**src/rtl/vga_native_arbiter.sv**
```systemverilog
// Round-robin arbiter sharing one single-port register file between the AXI-Lite
// write and read paths. Every memory-side and grant output is registered.
module vga_native_arbiter #(
  parameter int unsigned ADDR_WIDTH = 8,
  parameter int unsigned DATA_WIDTH = 32,
  parameter int unsigned CNT_WIDTH  = 16
) (
  input  logic                  clk,
  input  logic                  arst,
  input  logic                  wr_req,
  input  logic [ADDR_WIDTH-1:0] wr_addr,
  input  logic [DATA_WIDTH-1:0] wr_data,
  output logic                  wr_gnt,
  input  logic                  rd_req,
  input  logic [ADDR_WIDTH-1:0] rd_addr,
  output logic                  rd_gnt,
  output logic [DATA_WIDTH-1:0] rd_data,
  output logic                  rd_valid,
  output logic                  mem_en,
  output logic                  mem_we,
  output logic [ADDR_WIDTH-1:0] mem_addr,
  output logic [DATA_WIDTH-1:0] mem_wdata,
  input  logic [DATA_WIDTH-1:0] mem_rdata,
  output logic [CNT_WIDTH-1:0]  conflict_cnt
);

  typedef enum logic [1:0] {IDLE, GNT_WR, GNT_RD} state_t;

  state_t                r_state;
  logic                  r_last_rd;
  logic                  r_wr_gnt;
  logic                  r_rd_gnt;
  logic                  r_mem_en;
  logic                  r_mem_we;
  logic [ADDR_WIDTH-1:0] r_mem_addr;
  logic [DATA_WIDTH-1:0] r_mem_wdata;
  logic                  r_rd_valid;
  logic [DATA_WIDTH-1:0] r_rd_hold;
  logic [CNT_WIDTH-1:0]  r_cnt;

  logic w_wr_elig;
  logic w_rd_elig;
  logic w_pick_wr;
  logic w_pick_rd;
  logic w_conflict;

  always_comb begin
    w_wr_elig  = wr_req && (r_state != GNT_WR);
    w_rd_elig  = rd_req && (r_state != GNT_RD);
    w_pick_wr  = w_wr_elig && (!w_rd_elig || r_last_rd);
    w_pick_rd  = w_rd_elig && !w_pick_wr;
    // Both requesters pending at an arbitration edge, even while one of them is
    // still masked by its own grant cycle.
    w_conflict = wr_req && rd_req;
  end

  always_ff @(posedge clk or posedge arst) begin
    if (arst) begin
      r_state     <= IDLE;
      r_last_rd   <= 1'b1;
      r_wr_gnt    <= 1'b0;
      r_rd_gnt    <= 1'b0;
      r_mem_en    <= 1'b0;
      r_mem_we    <= 1'b0;
      r_mem_addr  <= '0;
      r_mem_wdata <= '0;
      r_rd_valid  <= 1'b0;
      r_rd_hold   <= '0;
      r_cnt       <= '0;
    end else begin
      if (w_pick_wr) begin
        r_state     <= GNT_WR;
        r_last_rd   <= 1'b0;
        r_mem_addr  <= wr_addr;
        r_mem_wdata <= wr_data;
      end else if (w_pick_rd) begin
        r_state     <= GNT_RD;
        r_last_rd   <= 1'b1;
        r_mem_addr  <= rd_addr;
        r_mem_wdata <= '0;
      end else begin
        r_state     <= IDLE;
        r_mem_addr  <= '0;
        r_mem_wdata <= '0;
      end
      r_wr_gnt   <= w_pick_wr;
      r_rd_gnt   <= w_pick_rd;
      r_mem_en   <= w_pick_wr || w_pick_rd;
      r_mem_we   <= w_pick_wr;
      r_rd_valid <= (r_state == GNT_RD);
      if (r_rd_valid) begin
        r_rd_hold <= mem_rdata;
      end
      if (w_conflict && (r_cnt != '1)) begin
        r_cnt <= r_cnt + CNT_WIDTH'(1);
      end
    end
  end

  // Memory returns data the cycle after the read grant, so the valid cycle passes
  // it straight through and the holding register keeps it afterwards.
  assign rd_data      = r_rd_valid ? mem_rdata : r_rd_hold;
  assign rd_valid     = r_rd_valid;
  assign wr_gnt       = r_wr_gnt;
  assign rd_gnt       = r_rd_gnt;
  assign mem_en       = r_mem_en;
  assign mem_we       = r_mem_we;
  assign mem_addr     = r_mem_addr;
  assign mem_wdata    = r_mem_wdata;
  assign conflict_cnt = r_cnt;

endmodule

```
**config.mk**
```make
export PLATFORM = sky130hd
export DESIGN_NAME = vga_native_arbiter
export DESIGN_NICKNAME = d
export VERILOG_FILES = /design/src/rtl/vga_native_arbiter.sv
export SDC_FILE = /design/constraint.sdc
export NUM_CORES = 1
export LEC_CHECK = 0
export ABC_AREA = 1
export ABC_CLOCK_PERIOD_IN_PS = 3800
export CAP_MARGIN = 20
export CORE_ASPECT_RATIO = 0.6
export CORE_MARGIN = 2
export CORE_UTILIZATION = 42
export CTS_BUF_LIST = sky130_fd_sc_hd__clkbuf_4
export DETAILED_ROUTE_END_ITERATION = 10
export PLACE_DENSITY = 0.82
export SYNTH_ARGS = -nofsm -noshare
export SYNTH_HDL_FRONTEND = slang
export SYNTH_SLANG_ARGS = --single-unit
```
**constraint.sdc**
```tcl
create_clock -name clk -period 3.8 [get_ports clk]
set_input_delay 1.14 -clock clk [delete_from_list [all_inputs] [get_ports clk]]
set_output_delay 1.14 -clock clk [all_outputs]
set_load 0.02 [all_outputs]
```
# --- After elaboration in Yosys (flattened, before gate mapping) ---
# Index checks and enable logic that the tools add are counted.
# W data, S select, Z words.
totals:
  register_bits: 95
  in_bits: 84
  out_inout_bits: 93
  wordCells: 34
op_classes:
  add_sub_neg: 1
  n_eq_ne: 4
  n_mux: 8
  reduce_logical: 11
op_table:
  columns: ["op", "n"]
  rows:
  - ["$mux W32", 2]
  - ["$add A16 B1 Y16 const B", 1]
  - ["$mux W8", 2]
  - ["$ne A16 B16 Y1 const B", 1]
  - ["$logic_and A1 B1 Y1", 6]
  - ["$mux W2", 2]
  - ["$eq A2 B2 Y1 const B", 1]
  - ["$logic_not A1 Y1", 2]
  - ["$logic_or A1 B1 Y1", 2]
  - ["$mux W1", 2]
  - ["$ne A2 B1 Y1 const B", 1]
  - ["$ne A2 B2 Y1 const B", 1]
  - ["$reduce_bool A2 Y1", 1]

# --- Logic depth before layout (Yosys ltp) ---
logic_depth:
  ltp_word: 9
  depth_mapped: 9
  ltp_nobuf: 9

# --- Worst setup path after synthesis ---
# OpenSTA, ideal clock, no wires.
synth_path:
  kind: "input port to output port"
  startpoint: "in mem_rdata[4]"
  endpoint: "out rd_data[4]"
  arrival_ns: 1.521
  t_required_ns: 2.660
  path_slack_ns: 1.139
  stages: 1
  cell_sequence: "mux2_1"
synth_between:
  elab_chain_len: 1
synth_rtl:
  columns: ["item", "line", "source"]
  rows:
  - ["from (decl)", "23", "input logic [DATA_WIDTH-1:0] mem_rdata,"]
  - ["$mux W32", null, null]
  - ["to (decl)", "17", "output logic [DATA_WIDTH-1:0] rd_data,"]
# No other way between the ends.

# --- Worst setup path after layout ---
# Ends and elaborated chain as after synthesis.

==> impl_summary.md <==
Worst hold path
The type of the most critical hold path is flip-flop to flip-flop.

Floorplanning
For this configuration, the core starts out at a cell density of 43.6%. The die is 126 um wide. The top-level port count is 177. The area of the core is 0.00859 mm2. The overall die area is 0.00972 mm2.

The floorplan die height is 77.2 um. The initialized floorplan defines 26 standard-cell rows.

Place
Once placement finished, the instance area stood at 0.00563 mm2. The detailed placer's ending HPWL is 7080 um. At the end of routability-driven placement, the weighted congestion stood at 0.864. In this run the tool buffered the top-level ports with 176 buffer cells.

Cells and area
The fraction of layout cells with a size suffix above 1 is 10.1%. The finished cells cover 0.00574 mm2. The number of antenna diodes in the final layout is 0. The number of fillers in the final layout is 664. Compared with the post-synthesis result, the final layout area differs by 53.3%.

The number of nets in the layout is 636.

CTS
The total of hold buffers inserted after clock tree synthesis is 0. The CTS buffer count is 9. Clock-pin slew was measured on the worst setup and hold paths at 0.13 ns. The clock tree root driver cell is sky130_fd_sc_hd__clkbuf_4.

Gates resized during post-CTS repair numbered 0. CTS saw 94 sinks. The H-tree was split into 3 levels. For the worst-skew pair, the clock arrives at the later sink with an insertion delay of 0.44 ns. The CTS tree is done. The post-CTS repair timing setup buffer count is 0. The clock passes through at most 2 buffers.

Critical path
The critical path's slowest cell is sky130_fd_sc_hd__clkdlybuf4s50_1. The worst setup path is captured at an output port. The data arrival time of the worst path is 2.40 ns. At the worst endpoint, the required time is 2.66 ns.

Of all nets on the critical path, the largest fanout is 2. Walking the worst path, the cells encountered are clkdlybuf4s50_1, mux2_1, clkdlybuf4s50_1. The peak per-stage delay on the critical path is 0.55 ns. By startpoint and endpoint, the worst setup path is classified as input port to output port. The cell family with the largest share of critical-path delay is buffers and inverters. The number of buffer and inverter stages on the critical path is 2.

STA classifies the critical path startpoint as an input port. The most numerous cell on the critical path is sky130_fd_sc_hd__clkdlybuf4s50_1.

Timing
At the pin with the least slew margin, the transition time is 0.752 ns. Dividing the final minimum period by the clock period gives 93.2%. Setup repair after global routing left no endpoint under its margin. The final setup violation count is 0. The count of pins over their slew limit is 0. The number of endpoints with negative hold slack in the final report is 0.

Counting I/O delays and the setup requirement, the final critical path takes 3.54 ns. The post-route setup TNS is 0 ns. For this run, the top clock speed supported by timing is 0.282 GHz. The setup skew after layout is 0.0111 ns. Measured against its own limit, the worst slew margin works out to 49.9%.

Power and ir drop
The cell leakage power is 0.00270 uW. Across the VDD grid, the largest voltage drop is 0.270 mV. For this design the total switching power over the nets is 936 uW. The sequential share of power is 45.2%. The switching share of total power is 33.3%. The internal power of the cells totals 1870 uW. The share of total power dissipated in the clock network is 16.2%. In this run, the combinational gates consume 38.6% of the power. In this run the power density over the cells is 489 mW/mm2.

Routing
The routed layout has 3033 vias. The first routing iteration left 68 violations. The wire length after detailed routing is 9300 um. Once detail routing completed, the nets flagged for antenna violations numbered 0. The number of vias per cell after detailed routing is 4.54. In the routed design, unresolved DRC markers number 0. After detailed routing, the average wire length per cell comes to 13.9 um. The length of the first detailed-routing pass in iterations is 4.

Yosys
The total number of yosys warnings is 0. The number of enable-type register cells in the synthesized netlist is 0. The commonest cells after synthesis are sky130_fd_sc_hd__nand2_1 (102), sky130_fd_sc_hd__dfrtp_1 (93), sky130_fd_sc_hd__nor2_1 (49), sky130_fd_sc_hd__inv_1 (48), sky130_fd_sc_hd__mux2_2 (30). By instance count, the leading cell after synthesis is sky130_fd_sc_hd__nand2_1.

The register area share after synthesis is 62.8%. The share of synthesized area in the top cell type comes to 62.1%. In the synthesized netlist the dominant register cell turns out to be sky130_fd_sc_hd__dfrtp_1. Summing every instance area after synthesis gives 0.00375 mm2. The cell count after synthesis is 369. The synthesis-stage register bit count is 94. The number of nets handed over by synthesis was 454. The number of distinct standard cells referenced by the synthesized netlist is 27.

Sorting the synthesized cells by area gives the leading types as sky130_fd_sc_hd__dfrtp_1 (62%), sky130_fd_sc_hd__nand2_1 (10%), sky130_fd_sc_hd__mux2_2 (9.0%). A synthesized cell averages 10.2 um2. The biggest area contributor in the post-synthesis netlist is sky130_fd_sc_hd__dfrtp_1. Counting flops with an async set or reset pin after synthesis yields a share of 100%.

GRT
The first global-routing pass estimated 15200 um of wire. The met2 routing resource usage after global routing is 31.8%. The total global routing track utilization is 20.1%. The largest net degree at the start of global routing is 63. The number of global-route vias before repair is 3132. The fraction of met3 tracks used by global routing is 11.4%. The number of antenna violations at the first check in global routing was 0. Global routing consumed, on the met1 layer, 24.0% of the routing resources. Summed over all layers, the global routing overflow is 0. After global routing, the most crowded layer is met2.

Run status
The flow ran to the end, and the final reports show no timing, DRC or antenna violations.

Flow run
The reported max-cap violation count is 0.
## placed cells by master, fill, tap and decap left out
| cell | synthesis | layout |
|---|---|---|
| sky130_fd_sc_hd__o21ai_1 | 1 | 1 |
| sky130_fd_sc_hd__dfstp_2 | 1 | 1 |
| sky130_fd_sc_hd__inv_2 | 2 | 2 |
| sky130_fd_sc_hd__mux2_2 | 30 | 30 |
| sky130_fd_sc_hd__buf_4 | 1 | 5 |
| sky130_fd_sc_hd__nand4_1 | 4 | 4 |
| sky130_fd_sc_hd__xnor2_1 | 4 | 4 |
| sky130_fd_sc_hd__nand2_2 | 1 | 1 |
| sky130_fd_sc_hd__clkdlybuf4s50_1 | 0 | 176 |
| sky130_fd_sc_hd__ha_1 | 1 | 1 |
| sky130_fd_sc_hd__xor2_1 | 2 | 2 |
| sky130_fd_sc_hd__nor3_4 | 1 | 1 |
| sky130_fd_sc_hd__a21oi_1 | 1 | 1 |
| sky130_fd_sc_hd__clkinv_2 | 0 | 1 |
| sky130_fd_sc_hd__nand2_1 | 102 | 102 |
| sky130_fd_sc_hd__nand3_2 | 2 | 2 |
| sky130_fd_sc_hd__o21ai_0 | 2 | 2 |
| sky130_fd_sc_hd__mux2_1 | 2 | 2 |
| sky130_fd_sc_hd__clkbuf_4 | 0 | 9 |
| sky130_fd_sc_hd__nand3b_1 | 2 | 2 |
| sky130_fd_sc_hd__nor2_1 | 49 | 49 |
| sky130_fd_sc_hd__clkinv_1 | 1 | 4 |
| sky130_fd_sc_hd__inv_1 | 48 | 47 |
| sky130_fd_sc_hd__clkinvlp_4 | 0 | 1 |
| sky130_fd_sc_hd__nor3_1 | 1 | 1 |
| sky130_fd_sc_hd__clkinv_4 | 0 | 2 |
| sky130_fd_sc_hd__nand3_1 | 8 | 8 |
| sky130_fd_sc_hd__inv_4 | 0 | 1 |
| sky130_fd_sc_hd__a21boi_0 | 1 | 1 |
| sky130_fd_sc_hd__dfrtp_1 | 93 | 93 |
## metrics by stage
stage | cells | utilization (%) | setup slack [ns] | hold WS (ns) | total power, uW
after floorplan | 369 | - | 0.213 | 0.474 | 1830
after global placement | 652 | 65.6 | 0.275 | 0.470 | 2360
after detailed placement | 652 | 65.6 | 0.249 | 0.487 | 2390
after CTS | 668 | 66.9 | 0.246 | 0.518 | 2860
after global routing | 668 | 66.9 | 0.232 | 0.531 | 2980
final | 668 | 66.9 | 0.257 | 0.513 | 2810
## layer usage
metal  vias to the layer above  part of all wire, %
met5                         -                    0
met4                         0                 0.72
met3                         7                   13
met2                       138                   46
met1                      1404                   41
li1                       1484                    -
## power groups by stage
stage | Clock (uW) | Sequential (uW) | Combinational, uW
after floorplan | 0 | 1360 | 470
after global placement | 0 | 1280 | 1080
after detailed placement | 0 | 1290 | 1100
after CTS | 481 | 1270 | 1100
after global routing | 530 | 1290 | 1160
final | 456 | 1270 | 1080
## cell type report
| cell class | count | area (um2) | share of cell area, % |
|---|---|---|---|
| clock inverter | 7 | 41.3 | 0.719 |
| sequential | 94 | 2350 | 41.0 |
| inverter | 51 | 194 | 3.38 |
| clock buffer | 9 | 67.6 | 1.18 |
| multi-input combinational | 214 | 1150 | 20.0 |
| tap | 112 | 140 | 2.44 |
| timing repair buffer | 181 | 1800 | 31.3 |
## final timing paths
path	startpoint	to	slack [ns]	depth (start not counted)
worst max-delay path	mem_rdata[4]	rd_data[4]	0.26	3
worst min-delay path	r_rd_hold[0]	r_rd_hold[0]	0.51	1
worst max register to register	r_state[1]	mem_addr[5]	1.91	8
worst min register to register	r_rd_hold[0]	r_rd_hold[0]	0.51	1
max in group asynchronous	arst	r_rd_hold[20]	1.88	3
min in group asynchronous	arst	r_rd_hold[14]	1.17	2
## state kept, by name, indices dropped and copies added (netlist names)
name          count
conflict_cnt     16
rd_valid          1
mem_addr          8
r_rd_hold        32
mem_wdata        32
rd_gnt            1
mem_en            1
r_last_rd         1
r_state           2
## cells by family (layout without fill, tap and decap cells)
| kind of cell | count (synthesis) | after routing | share of synthesized area [%] |
|---|---|---|---|
| buffers and inverters | 61 | 248 | 6.55 |
| AND/OR/NAND/NOR | 170 | 170 | 18.5 |
| AO/OA/AOI/OAI | 5 | 5 | 0.735 |
| adder cells (fa/ha/maj) | 1 | 1 | 0.334 |
| flip-flops | 94 | 94 | 62.8 |
| multiplexers | 32 | 32 | 9.62 |
| XOR/XNOR | 6 | 6 | 1.40 |
Power figures use the tool's default switching activity.
